$ cat src/rtl/reg_scoreboard.sv
// Register scoreboard between decode and execute: tracks pending register writes,
// stalls decode on RAW/WAW hazards, and runs a stall watchdog with a sticky timeout.
module reg_scoreboard #(
    parameter int REG_NUM     = 32,
    parameter int ADDR_W      = 5,
    parameter int CNT_W       = 8,
    parameter int STALL_LIMIT = 200,
    parameter int WB_BYPASS   = 1
) (
    input  logic                clk,
    input  logic                rst,
    input  logic                id_valid_i,
    input  logic                id_reg1_read_i,
    input  logic [ADDR_W-1:0]   id_reg1_addr_i,
    input  logic                id_reg2_read_i,
    input  logic [ADDR_W-1:0]   id_reg2_addr_i,
    input  logic                id_wreg_i,
    input  logic [ADDR_W-1:0]   id_wd_i,
    input  logic                ex_ready_i,
    input  logic                wb_we_i,
    input  logic [ADDR_W-1:0]   wb_wd_i,
    input  logic                flush_i,
    output logic                issue_o,
    output logic                stall_o,
    output logic [REG_NUM-1:0]  busy_o,
    output logic [ADDR_W:0]     pending_cnt_o,
    output logic [CNT_W-1:0]    stall_cycles_o,
    output logic                timeout_o
);

    typedef enum logic {
        WD_RUN,
        WD_TIMEOUT
    } wd_state_t;

    logic [REG_NUM-1:0] busy_q, busy_d;
    logic [ADDR_W:0]    pend_q, pend_d;
    logic [CNT_W-1:0]   stall_q, stall_d, stall_inc;
    wd_state_t          state_q, state_d;

    logic src1_ready, src2_ready, waw_hazard, hazard, issue, stall;

    // A source is ready if it is r0, not pending, or being written back right now.
    function automatic logic src_ready(input logic [ADDR_W-1:0]  a,
                                       input logic [REG_NUM-1:0] busy,
                                       input logic               wb_we,
                                       input logic [ADDR_W-1:0]  wb_wd);
        return (a == '0) || !busy[a] || ((WB_BYPASS != 0) && wb_we && (wb_wd == a));
    endfunction

    function automatic logic [ADDR_W:0] popcount(input logic [REG_NUM-1:0] v);
        logic [ADDR_W:0] n;
        n = '0;
        for (int i = 0; i < REG_NUM; i++) begin
            n = n + (ADDR_W+1)'(v[i]);
        end
        return n;
    endfunction

    always_comb begin
        src1_ready = src_ready(id_reg1_addr_i, busy_q, wb_we_i, wb_wd_i);
        src2_ready = src_ready(id_reg2_addr_i, busy_q, wb_we_i, wb_wd_i);
        // WAW ignores the bypass flag: a retiring write frees the slot regardless.
        waw_hazard = id_wreg_i && (id_wd_i != '0) && busy_q[id_wd_i]
                     && !(wb_we_i && (wb_wd_i == id_wd_i));
        hazard     = (id_reg1_read_i && !src1_ready)
                     || (id_reg2_read_i && !src2_ready)
                     || waw_hazard;
        issue      = !rst && id_valid_i && !hazard && ex_ready_i && !flush_i;
        stall      = !rst && id_valid_i && !issue && !flush_i;
    end

    assign issue_o = issue;
    assign stall_o = stall;

    // NOTE: every variable gets a default at the top of always_comb so no latch is inferred.
    always_comb begin
        busy_d = busy_q;
        if (wb_we_i) begin
            busy_d[wb_wd_i] = 1'b0;
        end
        // Set after clear, so a same-cycle retire and re-issue leaves the bit at 1.
        if (issue && id_wreg_i) begin
            busy_d[id_wd_i] = 1'b1;
        end
        busy_d[0] = 1'b0;
        if (flush_i) begin
            busy_d = '0;
        end
        pend_d = popcount(busy_d);
    end

    always_comb begin
        stall_inc = (stall_q == '1) ? stall_q : stall_q + 1'b1;
        stall_d   = stall_q;
        state_d   = state_q;

        // Stalls due only to a busy execute stage hold the count unchanged.
        if (issue || flush_i || !id_valid_i) begin
            stall_d = '0;
        end else if (stall && hazard) begin
            stall_d = stall_inc;
        end

        case (state_q)
            WD_RUN: begin
                if (!flush_i && stall && hazard && (stall_inc == CNT_W'(STALL_LIMIT))) begin
                    state_d = WD_TIMEOUT;
                end
            end
            WD_TIMEOUT: begin
                if (flush_i) begin
                    state_d = WD_RUN;
                end
            end
            default: state_d = WD_RUN;
        endcase
    end

    // NOTE: sequential state uses non-blocking assignments; reset is synchronous.
    always_ff @(posedge clk) begin
        if (rst) begin
            busy_q  <= '0;
            pend_q  <= '0;
            stall_q <= '0;
            state_q <= WD_RUN;
        end else begin
            busy_q  <= busy_d;
            pend_q  <= pend_d;
            stall_q <= stall_d;
            state_q <= state_d;
        end
    end

    assign busy_o         = busy_q;
    assign pending_cnt_o  = pend_q;
    assign stall_cycles_o = stall_q;
    assign timeout_o      = (state_q == WD_TIMEOUT);

endmodule

$ cat config.mk
export PLATFORM = sky130hd
export DESIGN_NAME = reg_scoreboard
export DESIGN_NICKNAME = d
export VERILOG_FILES = /design/src/rtl/reg_scoreboard.sv
export SDC_FILE = /design/constraint.sdc
export NUM_CORES = 1
export LEC_CHECK = 0
export ABC_AREA = 1
export CORE_UTILIZATION = 32
export DETAILED_ROUTE_END_ITERATION = 12
export GPL_ROUTABILITY_DRIVEN = 0
export SLEW_MARGIN = 15
export SYNTH_ARGS = -nofsm -noshare
export SYNTH_HDL_FRONTEND = slang
export SYNTH_SLANG_ARGS = --single-unit
export TNS_END_PERCENT = 50
$ cat constraint.sdc
create_clock -name clk -period 9.9 [get_ports clk]
set_clock_uncertainty 0.05 [all_clocks]
set_input_delay 2.97 -clock clk [delete_from_list [all_inputs] [get_ports clk]]
set_output_delay 2.97 -clock clk [all_outputs]
set_load 0.03 [all_outputs]
Word level (Yosys, flattened, before mapping):

Index checks and enable logic that the tools add are counted.

* word-level logic and storage cells: 111
* input bits: 29
* output and inout port bits: 49
* flip-flop bits (word level): 47

* add/subtract/negate cells: 32
* multiplexer cells: 17
* magnitude comparators: 6
* bitwise operators: 4
* reduce and logical (&&, ||, !) cells: 43
* equality and inequality tests: 5

Operators by type and width (count)
* $add A6 B1 Y6: 26
* $mux W32: 3
* $and A32 B32 Y32: 1
* $not A32 Y32: 1
* $or A32 B32 Y32: 1
* $lt A5 B6 Y1 const B: 4
* $logic_and A1 B1 Y1: 21
* $eq A8 B8 Y1 const B: 2
* $bmux W1 S5: 3
* $eq A5 B5 Y1: 3
* $demux W1 S5: 2
* $ge A5 B1 Y1 const B: 2
* $logic_not A1 Y1: 10
* $logic_not A5 Y1: 2
* $add A8 B1 Y8 const B: 1
* $logic_or A1 B1 Y1: 8
* $mux W8: 1
* $mux W1: 7
* $add A5 B1 Y6: 1
* $add A4 B1 Y5: 1
* $reduce_bool A5 Y1: 1
* $add A3 B1 Y4: 1
* $add A2 B1 Y3: 1
* $add A1 B1 Y2: 1
* 3 further kinds: 3

Longest topological paths before layout:

Gate-level depths: netlist of the first run.

* word-level depth: 47
* gate-level depth with buffers: 35
* gate-level depth less buffers: 33

Worst setup path after synthesis of the first run:

Ideal clock, no wire load.

* path type: input port to flip-flop
* start point: input port id_reg2_addr_i[0]
* end point: register pend_q[4] (netlist: pending_cnt_o[4])
* cell stages on the path: 34
* slack: 1057 ps
* path buffers: 3
* setup time: 70 ps
* arrival time: 8723 ps
* required time: 9780 ps
* cells stage by stage: clkbuf_2 inv_2 buf_4 nand2_1 nand3_1 nand2_1 nand2_1 nand3_1 nand2_1 nand2_1 nand3_1 nand3_2 nor2_4 buf_2 nand4_1 nand3_1 inv_1 fa_1 fa_1 inv_1 fa_1 inv_1 fa_1 fa_1 inv_1 fa_1 inv_1 fa_1 fa_1 nand2_1 nand2_1 a21oi_1 o21ai_0 a21oi_1

* elaborated cells between the ends (all ways): 50
* those cells by class: 31 x add/sub; 1 x eq/ne; 4 x mux; 14 x reduce/logical

RTL lines
* start, declared: RTL line 16 `input logic [ADDR_W-1:0] id_reg2_addr_i,`
* $bmux W1 S5: RTL line 48 `return (a == '0) || !busy[a] || ((WB_BYPASS != 0) && wb_we && (wb_wd == a));`
* $mux W1 (not written as such): RTL line 48
* $logic_not A1 Y1: RTL line 48
* $logic_or A1 B1 Y1: RTL line 48
* $logic_or A1 B1 Y1 *: RTL line 48
* $logic_not A1 Y1 *: RTL line 67 `|| (id_reg2_read_i && !src2_ready)`
* $logic_and A1 B1 Y1 *: RTL line 67
* $logic_or A1 B1 Y1 *: RTL line 67
* $logic_or A1 B1 Y1 *: RTL line 68 `|| waw_hazard;`
* $logic_not A1 Y1 *: RTL line 69 `issue = !rst && id_valid_i && !hazard && ex_ready_i && !flush_i;`
* $logic_and A1 B1 Y1 * (3 in a row): RTL line 69
* $logic_and A1 B1 Y1 *: RTL line 83 `if (issue && id_wreg_i) begin`
* $mux W32 *: RTL line 83
* $mux W32 *: RTL line 87 `if (flush_i) begin`
* named net busy_d[14]: RTL line 36 `logic [REG_NUM-1:0] busy_q, busy_d;`
* $add A6 B1 Y6 * (18 in a row): RTL line 55 `n = n + (ADDR_W+1)'(v[i]);`
* end signal, assigned: RTL line 129 `pend_q <= pend_d;`
* end, declared: RTL line 37 `logic [ADDR_W:0] pend_q, pend_d;`

Mark *: on every way through the listed nets, which the timed path passes. The rest lies on a longest branch. The select of a mux whose other input is x is not followed.
A chain may end at the register's enable or synchronous reset.

Worst setup path after layout of the first run:

* start point: input port id_reg2_addr_i[0]
* end point: register pend_q[4] (netlist: pending_cnt_o[4])

* elaborated cells between the ends (all ways): 50
* those cells by class: 31 x add/sub; 1 x eq/ne; 4 x mux; 14 x reduce/logical

RTL lines (RTL line)
* $bmux W1 S5: 48
* $mux W1 (not written as such): 48
* $logic_not A1 Y1: 48
* $logic_or A1 B1 Y1: 48
* $logic_or A1 B1 Y1 *: 48
* $logic_not A1 Y1 *: 67
* $logic_and A1 B1 Y1 *: 67
* $logic_or A1 B1 Y1 *: 67
* $logic_or A1 B1 Y1 *: 68
* $logic_not A1 Y1 *: 69
* $logic_and A1 B1 Y1 * (3 in a row): 69
* $logic_and A1 B1 Y1 *: 83
* $mux W32 *: 83
* $mux W32 *: 87
* named net busy_d[16]: 36
* $add A6 B1 Y6 * (16 in a row): 55

Marked as above.

==> results of run 1 <==
## area by class of cell
class | instances | share of cell area (%)
Clock buffer | 6 | 2.19
Clock inverter | 2 | 0.234
Inverter | 128 | 8.18
Multi-Input combinational cell | 554 | 50.9
Sequential cell | 46 | 15.7
Tap cell | 180 | 3.83
Timing Repair Buffer | 118 | 19.0
## worst max-delay path by stage
stage / depth (start not counted) / from / slack, ps / endpoint
2_1_floorplan: 34 / id_reg2_addr_i[0] / 1060 / pending_cnt_o[4]
3_3_place_gp: 30 / id_reg1_addr_i[1] / 160 / pending_cnt_o[4]
3_5_place_dp: 32 / id_reg1_addr_i[1] / 90 / pending_cnt_o[4]
4_1_cts: 30 / id_reg1_addr_i[1] / 360 / pending_cnt_o[4]
5_1_grt: 29 / id_reg2_addr_i[0] / 10 / pending_cnt_o[4]
6_report: 31 / id_reg2_addr_i[0] / 410 / pending_cnt_o[4]
## cell families after synthesis
logic type / after synthesis
and+or+nand+nor: 395
buffers and inverters: 161
AOI/OAI and AO/OA: 121
DFF: 46
adders and majority gates: 31
xor gates and xnor gates: 6
other: 1
## power by group through the flow
stage	combinational (uW)	sequential (uW)	clock [uW]
3_3_place_gp	120	193	0
3_5_place_dp	119	193	0
4_1_cts	121	188	173
2_1_floorplan	66.4	196	0
6_report	122	189	168
5_1_grt	133	189	180
## layer usage
| layer | GRT usage (%) | routed length [um] | up-vias | share of wire, % |
|---|---|---|---|---|
| li1 | - | - | 2644 | - |
| met1 | 30.0 | 7140 | 2406 | 44 |
| met2 | 36.7 | 7210 | 288 | 44 |
| met3 | 3.60 | 1450 | 38 | 8.9 |
| met4 | 8.56 | 502 | 0 | 3.1 |
| met5 | 0 | 0 | - | 0 |
## Yosys cell counts, drive strengths merged
master / n
nor2: 76
xnor2: 2
a211oi: 1
xor2: 4
a21oi: 84
ha: 8
nand3: 77
inv: 128
a22oi: 3
dfxtp: 46
a31oi: 2
o22ai: 11
clkbuf: 13
o211ai: 4
conb: 1
fa: 23
o21ai: 16
buf: 20
nor3: 18
nand4: 35
nand2: 189
## state kept, by name, indices dropped and copies added, names as in the netlist
name	flops
busy_o	31
pending_cnt_o	6
stall_cycles_o	8
timeout_o	1
## critical path: cells and delay by family
kind	cells	cell delay [ps]
AND/OR/NAND/NOR	11	1160
AO/OA/AOI/OAI	4	510
buffers and inverters	8	1290
adder cells (fa/ha/maj)	8	3710
## repair_timing
| action | CTS | global route |
|---|---|---|
| hold buffers | 0 | 0 |
| endpoints found under the setup margin | 0 | 1 |
| resized for setup | 0 | 3 |
## through the flow
step / util (%) / std cells / total power, uW / area, sq um / hold slack [ps]
CTS: 42.1 / 1034 / 482 / 5870 / 461
finish: 42.2 / 1034 / 479 / 5880 / 464
global placement: 41.1 / 1026 / 313 / 5730 / 446
detailed placement: 41.1 / 1026 / 312 / 5730 / 452
global route: 42.2 / 1034 / 502 / 5880 / 500
floorplan: - / 761 / 263 / 4580 / 556
==> results_dict.tcl, run 1 <==
set metrics [dict create \
    place_hpwl_um 13100 \
    r2r_end "pending_cnt_o[4]" \
    hold_path_depth 2 \
    syn_area_per_cell_sq_um 6.01 \
    cts_buffers 5 \
    crit_top_cell "fa_1" \
    clock_path_buffers 2 \
    rsz0062_at_grt "false" \
    leakagePower_uw 0.00278 \
    grt_max_degree 38 \
    critPathKind "primary input to flip-flop" \
    intPower_uw 326 \
    netlist.area_leader.share_pct 20.1 \
    vdd_drop_max_uv 50.3 \
    root_buffer "clkbuf_16" \
    first_pass_iters 5 \
    multiInputGateArea_sq_um 2990 \
    worstPathRequired_ps 10070 \
    post_cts_buffers 0 \
    viasPerCell 5.20 \
    worst_slew_margin_rel_pct 46.1 \
    r2r_cells 32 \
    muxShareOfSynthArea_pct 0 \
    ys_seq_area_share_pct 20.1 \
    drc_errors 0 \
    swShare_pct 31.8 \
    insertion_delay_ps 290 \
    arrival_ps 9660 \
    yosysWarnings 0 \
    core_area_sq_um 13900 \
    hold_viol 0 \
    reg2reg_slack_ps 3400 \
    cp_max_fo 16 \
    final_cell_mix "187 x nand2_1, 122 x inv_1, 84 x a21oi_1, 75 x nand3_1, 74 x clkdlybuf4s50_1" \
    synthXorXnorAreaFrac_pct 1.15 \
    setup_ws_ps 409 \
    r2r-start "busy_o[31]" \
    setup_violations 0 \
    vias 5376 \
    clkSlewWorstSetupHoldPaths_ps 70 \
    synth_area_sq_um 4580 \
    post-route-period-util_pct 95.9 \
    syn_nets 821 \
    diodes 0 \
    post-route-min-period_ps 9490 \
    tightest_slew_ps 802 \
    drtIter0Drc 502 \
    timing.setup.tns_ps 0 \
    regArea_sq_um 921 \
    ys_ff_latch 46 \
    synth.distinct_cells 31 \
    power_frac_clock_pct 35.2 \
    status "finished clean" \
    seqPwrFrac_pct 39.4 \
    start_util_pct 32.8 \
    syn_to_final_growth_pct 28.4 \
    slew_violations 0 \
    antenna_found_initial 0 \
    slowest_delay_ps 540 \
    fp.dieArea_sq_um 14800 \
    fill_cells 1528 \
    route.detailed.wl_per_inst_um 15.8 \
    synth_top_family_by_area "simple AND/OR/NAND/NOR gates" \
    postSynthCellCount 761 \
    io_buffers 76 \
    comb_power_share_pct 25.4 \
    clock_sinks 46 \
    grt_util_all_layers_pct 22.6 \
    grt_overflow 0 \
    dieWidth_um 122 \
    cts_tree "done" \
    yosys.area_share.simple_pct 37.8 \
    hold_end "timeout_o" \
    finalWirelength_um 16300 \
    die_h_um 122 \
    hp-class "flip-flop to flip-flop" \
    synth_top_area_cell "dfxtp_1" \
    rows 43 \
    cpMaxStageDelayCell "clkdlybuf4s50_1" \
    cap_violations 0 \
    first_global_vias 5075 \
    max_freq_ghz 0.105 \
    netlist_top_cells_area "dfxtp_1 20%, nand2_1 15%, inv_1 10%, fa_1 10%, a21oi_1 9.2%" \
    crit_path_end_kind "flip-flop" \
    drive_gt1_share_pct 7.26 \
    min-delay-start "timeout_o" \
    antenna_left 0 \
    power_density_nw_per_um2 81.5 \
    worstSetupStartpointType "primary input" \
    fin_nets 913 \
    synth_fa_ha_area_share_pct 12.2 \
    p_switching_uw 152 \
    post-place-ws_ps 85.6 \
    io_pins 78 \
    htree_levels 2 \
    synth_compound_area_share_pct 14.0 \
    layout_commonest_cell "nand2_1" \
    grt_first_pass_wirelength_um 26100 \
]
No activity file was read; power rests on OpenSTA's default activity.
==> run 2, diff against run 1 <==
--- a/config.mk
+++ b/config.mk
@@ -9,6 +9,7 @@
 export CORE_UTILIZATION = 32
 export DETAILED_ROUTE_END_ITERATION = 12
 export GPL_ROUTABILITY_DRIVEN = 0
+export MAX_ROUTING_LAYER = met4
 export SLEW_MARGIN = 15
 export SYNTH_ARGS = -nofsm -noshare
 export SYNTH_HDL_FRONTEND = slang
==> run 2 against run 1 <==
  * Count of clock-buffer cells in the layout stayed put
  * Sequential power hardly changed
  * Highest routed layer unchanged
  * Worst hold slack worse by 3.7 ps
  * Register-to-register slack hardly changed
  * Sequential share of layout area stayed put
==> results_dict.tcl, run 2 (synthesis results as in run 1) <==
set metrics [dict create \
    timing.setup.tns_ps 0 \
    io_pins 78 \
    r2r-start "busy_o[7]" \
    layout_commonest_cell "nand2_1" \
    drive_gt1_share_pct 7.26 \
    grt_util_all_layers_pct 23.3 \
    r2r_cells 32 \
    hold_viol 0 \
    regArea_sq_um 921 \
    fin_nets 913 \
    grt_overflow 0 \
    cts_buffers 5 \
    leakagePower_uw 0.00278 \
    route.detailed.wl_per_inst_um 15.8 \
    antenna_left 0 \
    fp.dieArea_sq_um 14800 \
    htree_levels 2 \
    root_buffer "clkbuf_16" \
    multiInputGateArea_sq_um 2990 \
    setup_ws_ps 400 \
    cts_tree "done" \
    finalInstanceArea_sq_um 5880 \
    grt_first_pass_wirelength_um 26100 \
    timing.hold.ws_ps 460 \
    final_cell_mix "187 x nand2_1, 122 x inv_1, 84 x a21oi_1, 75 x nand3_1, 74 x clkdlybuf4s50_1" \
    seqPwrFrac_pct 39.4 \
    post-route-min-period_ps 9500 \
    post-place-ws_ps 85.6 \
    vias 5402 \
    arrival_ps 9670 \
    first_pass_iters 5 \
    status "finished clean" \
    start_util_pct 32.8 \
    io_buffers 76 \
    crit_path_end_kind "flip-flop" \
    hold_path_depth 2 \
    hp-class "flip-flop to flip-flop" \
    hold_end "timeout_o" \
    p_switching_uw 152 \
    intPower_uw 326 \
    dpl_cell_area_sq_um 5730 \
    fill_cells 1528 \
    grt_max_degree 38 \
    r2r_end "pending_cnt_o[4]" \
    antenna_found_initial 0 \
    crit_buf_inv 8 \
    largest_register_ffs 31 \
    tightest_slew_ps 810 \
    insertion_delay_ps 290 \
    first_global_vias 5080 \
    crit_top_cell "fa_1" \
    post_cts_buffers 0 \
    crit_family "adder cells" \
    place_hpwl_um 13100 \
    min-delay-start "timeout_o" \
    viasPerCell 5.22 \
    slew_violations 0 \
    die_h_um 122 \
    worstPathRequired_ps 10070 \
    reg2reg_slack_ps 3400 \
    syn_to_final_growth_pct 28.4 \
    critPathKind "primary input to flip-flop" \
    worstSetupStartpointType "primary input" \
    comb_power_share_pct 25.5 \
    drc_errors 0 \
    slowest_delay_ps 540 \
    worst_slew_margin_rel_pct 45.6 \
    power_frac_clock_pct 35.1 \
    clock_sinks 46 \
    swShare_pct 31.8 \
    vdd_drop_max_uv 50.6 \
    setup_violations 0 \
    clock_path_buffers 2 \
    cpMaxStageDelayCell "clkdlybuf4s50_1" \
    core_area_sq_um 13900 \
    diodes 0 \
    rsz0062_at_grt "false" \
    max_freq_ghz 0.105 \
    power_density_nw_per_um2 81.5 \
    post-route-period-util_pct 96.0 \
    rows 43 \
    clkSlewWorstSetupHoldPaths_ps 70 \
    drtIter0Drc 539 \
    finalWirelength_um 16400 \
    cap_violations 0 \
    dieWidth_um 122 \
    cp_max_fo 16 \
]
[run 2: through the flow]
stage                     total power [uW]  cells  utilization (%)
final                                  479   1034             42.2
after global routing                   502   1034             42.2
after CTS                              482   1034             42.1
after detailed placement               312   1026             41.1
after global placement                 313   1026             41.1
after floorplan                        263    761                -
[run 2: how the worst max path moves through the flow]
stage / start / to / slack (ps) / cells after the start
after CTS: id_reg1_addr_i[1] / pending_cnt_o[4] / 360 / 30
after detailed placement: id_reg1_addr_i[1] / pending_cnt_o[4] / 90 / 32
final: id_reg2_addr_i[0] / pending_cnt_o[4] / 400 / 31
after global routing: id_reg2_addr_i[0] / pending_cnt_o[4] / 10 / 29
after global placement: id_reg1_addr_i[1] / pending_cnt_o[4] / 160 / 30
after floorplan: id_reg2_addr_i[0] / pending_cnt_o[4] / 1060 / 34
[run 2: timing repair]
item	CTS	global route
endpoints found under the setup margin	0	1
hold buffers	0	0
resized for setup	0	3
[run 2: area by class of cell]
cell class,instances,area share [%]
clock inverter,2,0.234
inverter,128,8.18
tap,180,3.83
timing repair buffer,118,19.0
clock buffer,6,2.19
sequential,46,15.7
multi-input combinational,554,50.9
[run 2: layer usage]
layer | GRT usage, % | vias to the layer above | part of all wire, %
met1 | 30.0 | 2432 | 44
met4 | 8.41 | 0 | 3.3
met3 | 3.46 | 38 | 8.2
met5 | - | - | 0
li1 | - | 2643 | -
met2 | 36.9 | 289 | 44
[run 2: tightest hold or removal path: cells and delay by family (launching register included)]
kind | cells | cell delay (ps)
AOI/OAI and AO/OA | 1 | 60
and+or+nand+nor | 1 | 70
DFF | 1 | 340
[run 2: power groups by stage]
stage | registers (uW) | logic [uW] | clock network [uW]
after floorplan | 196 | 66.4 | 0
after global placement | 193 | 120 | 0
after detailed placement | 193 | 119 | 0
after CTS | 188 | 121 | 173
after global routing | 189 | 133 | 180
final | 189 | 122 | 168
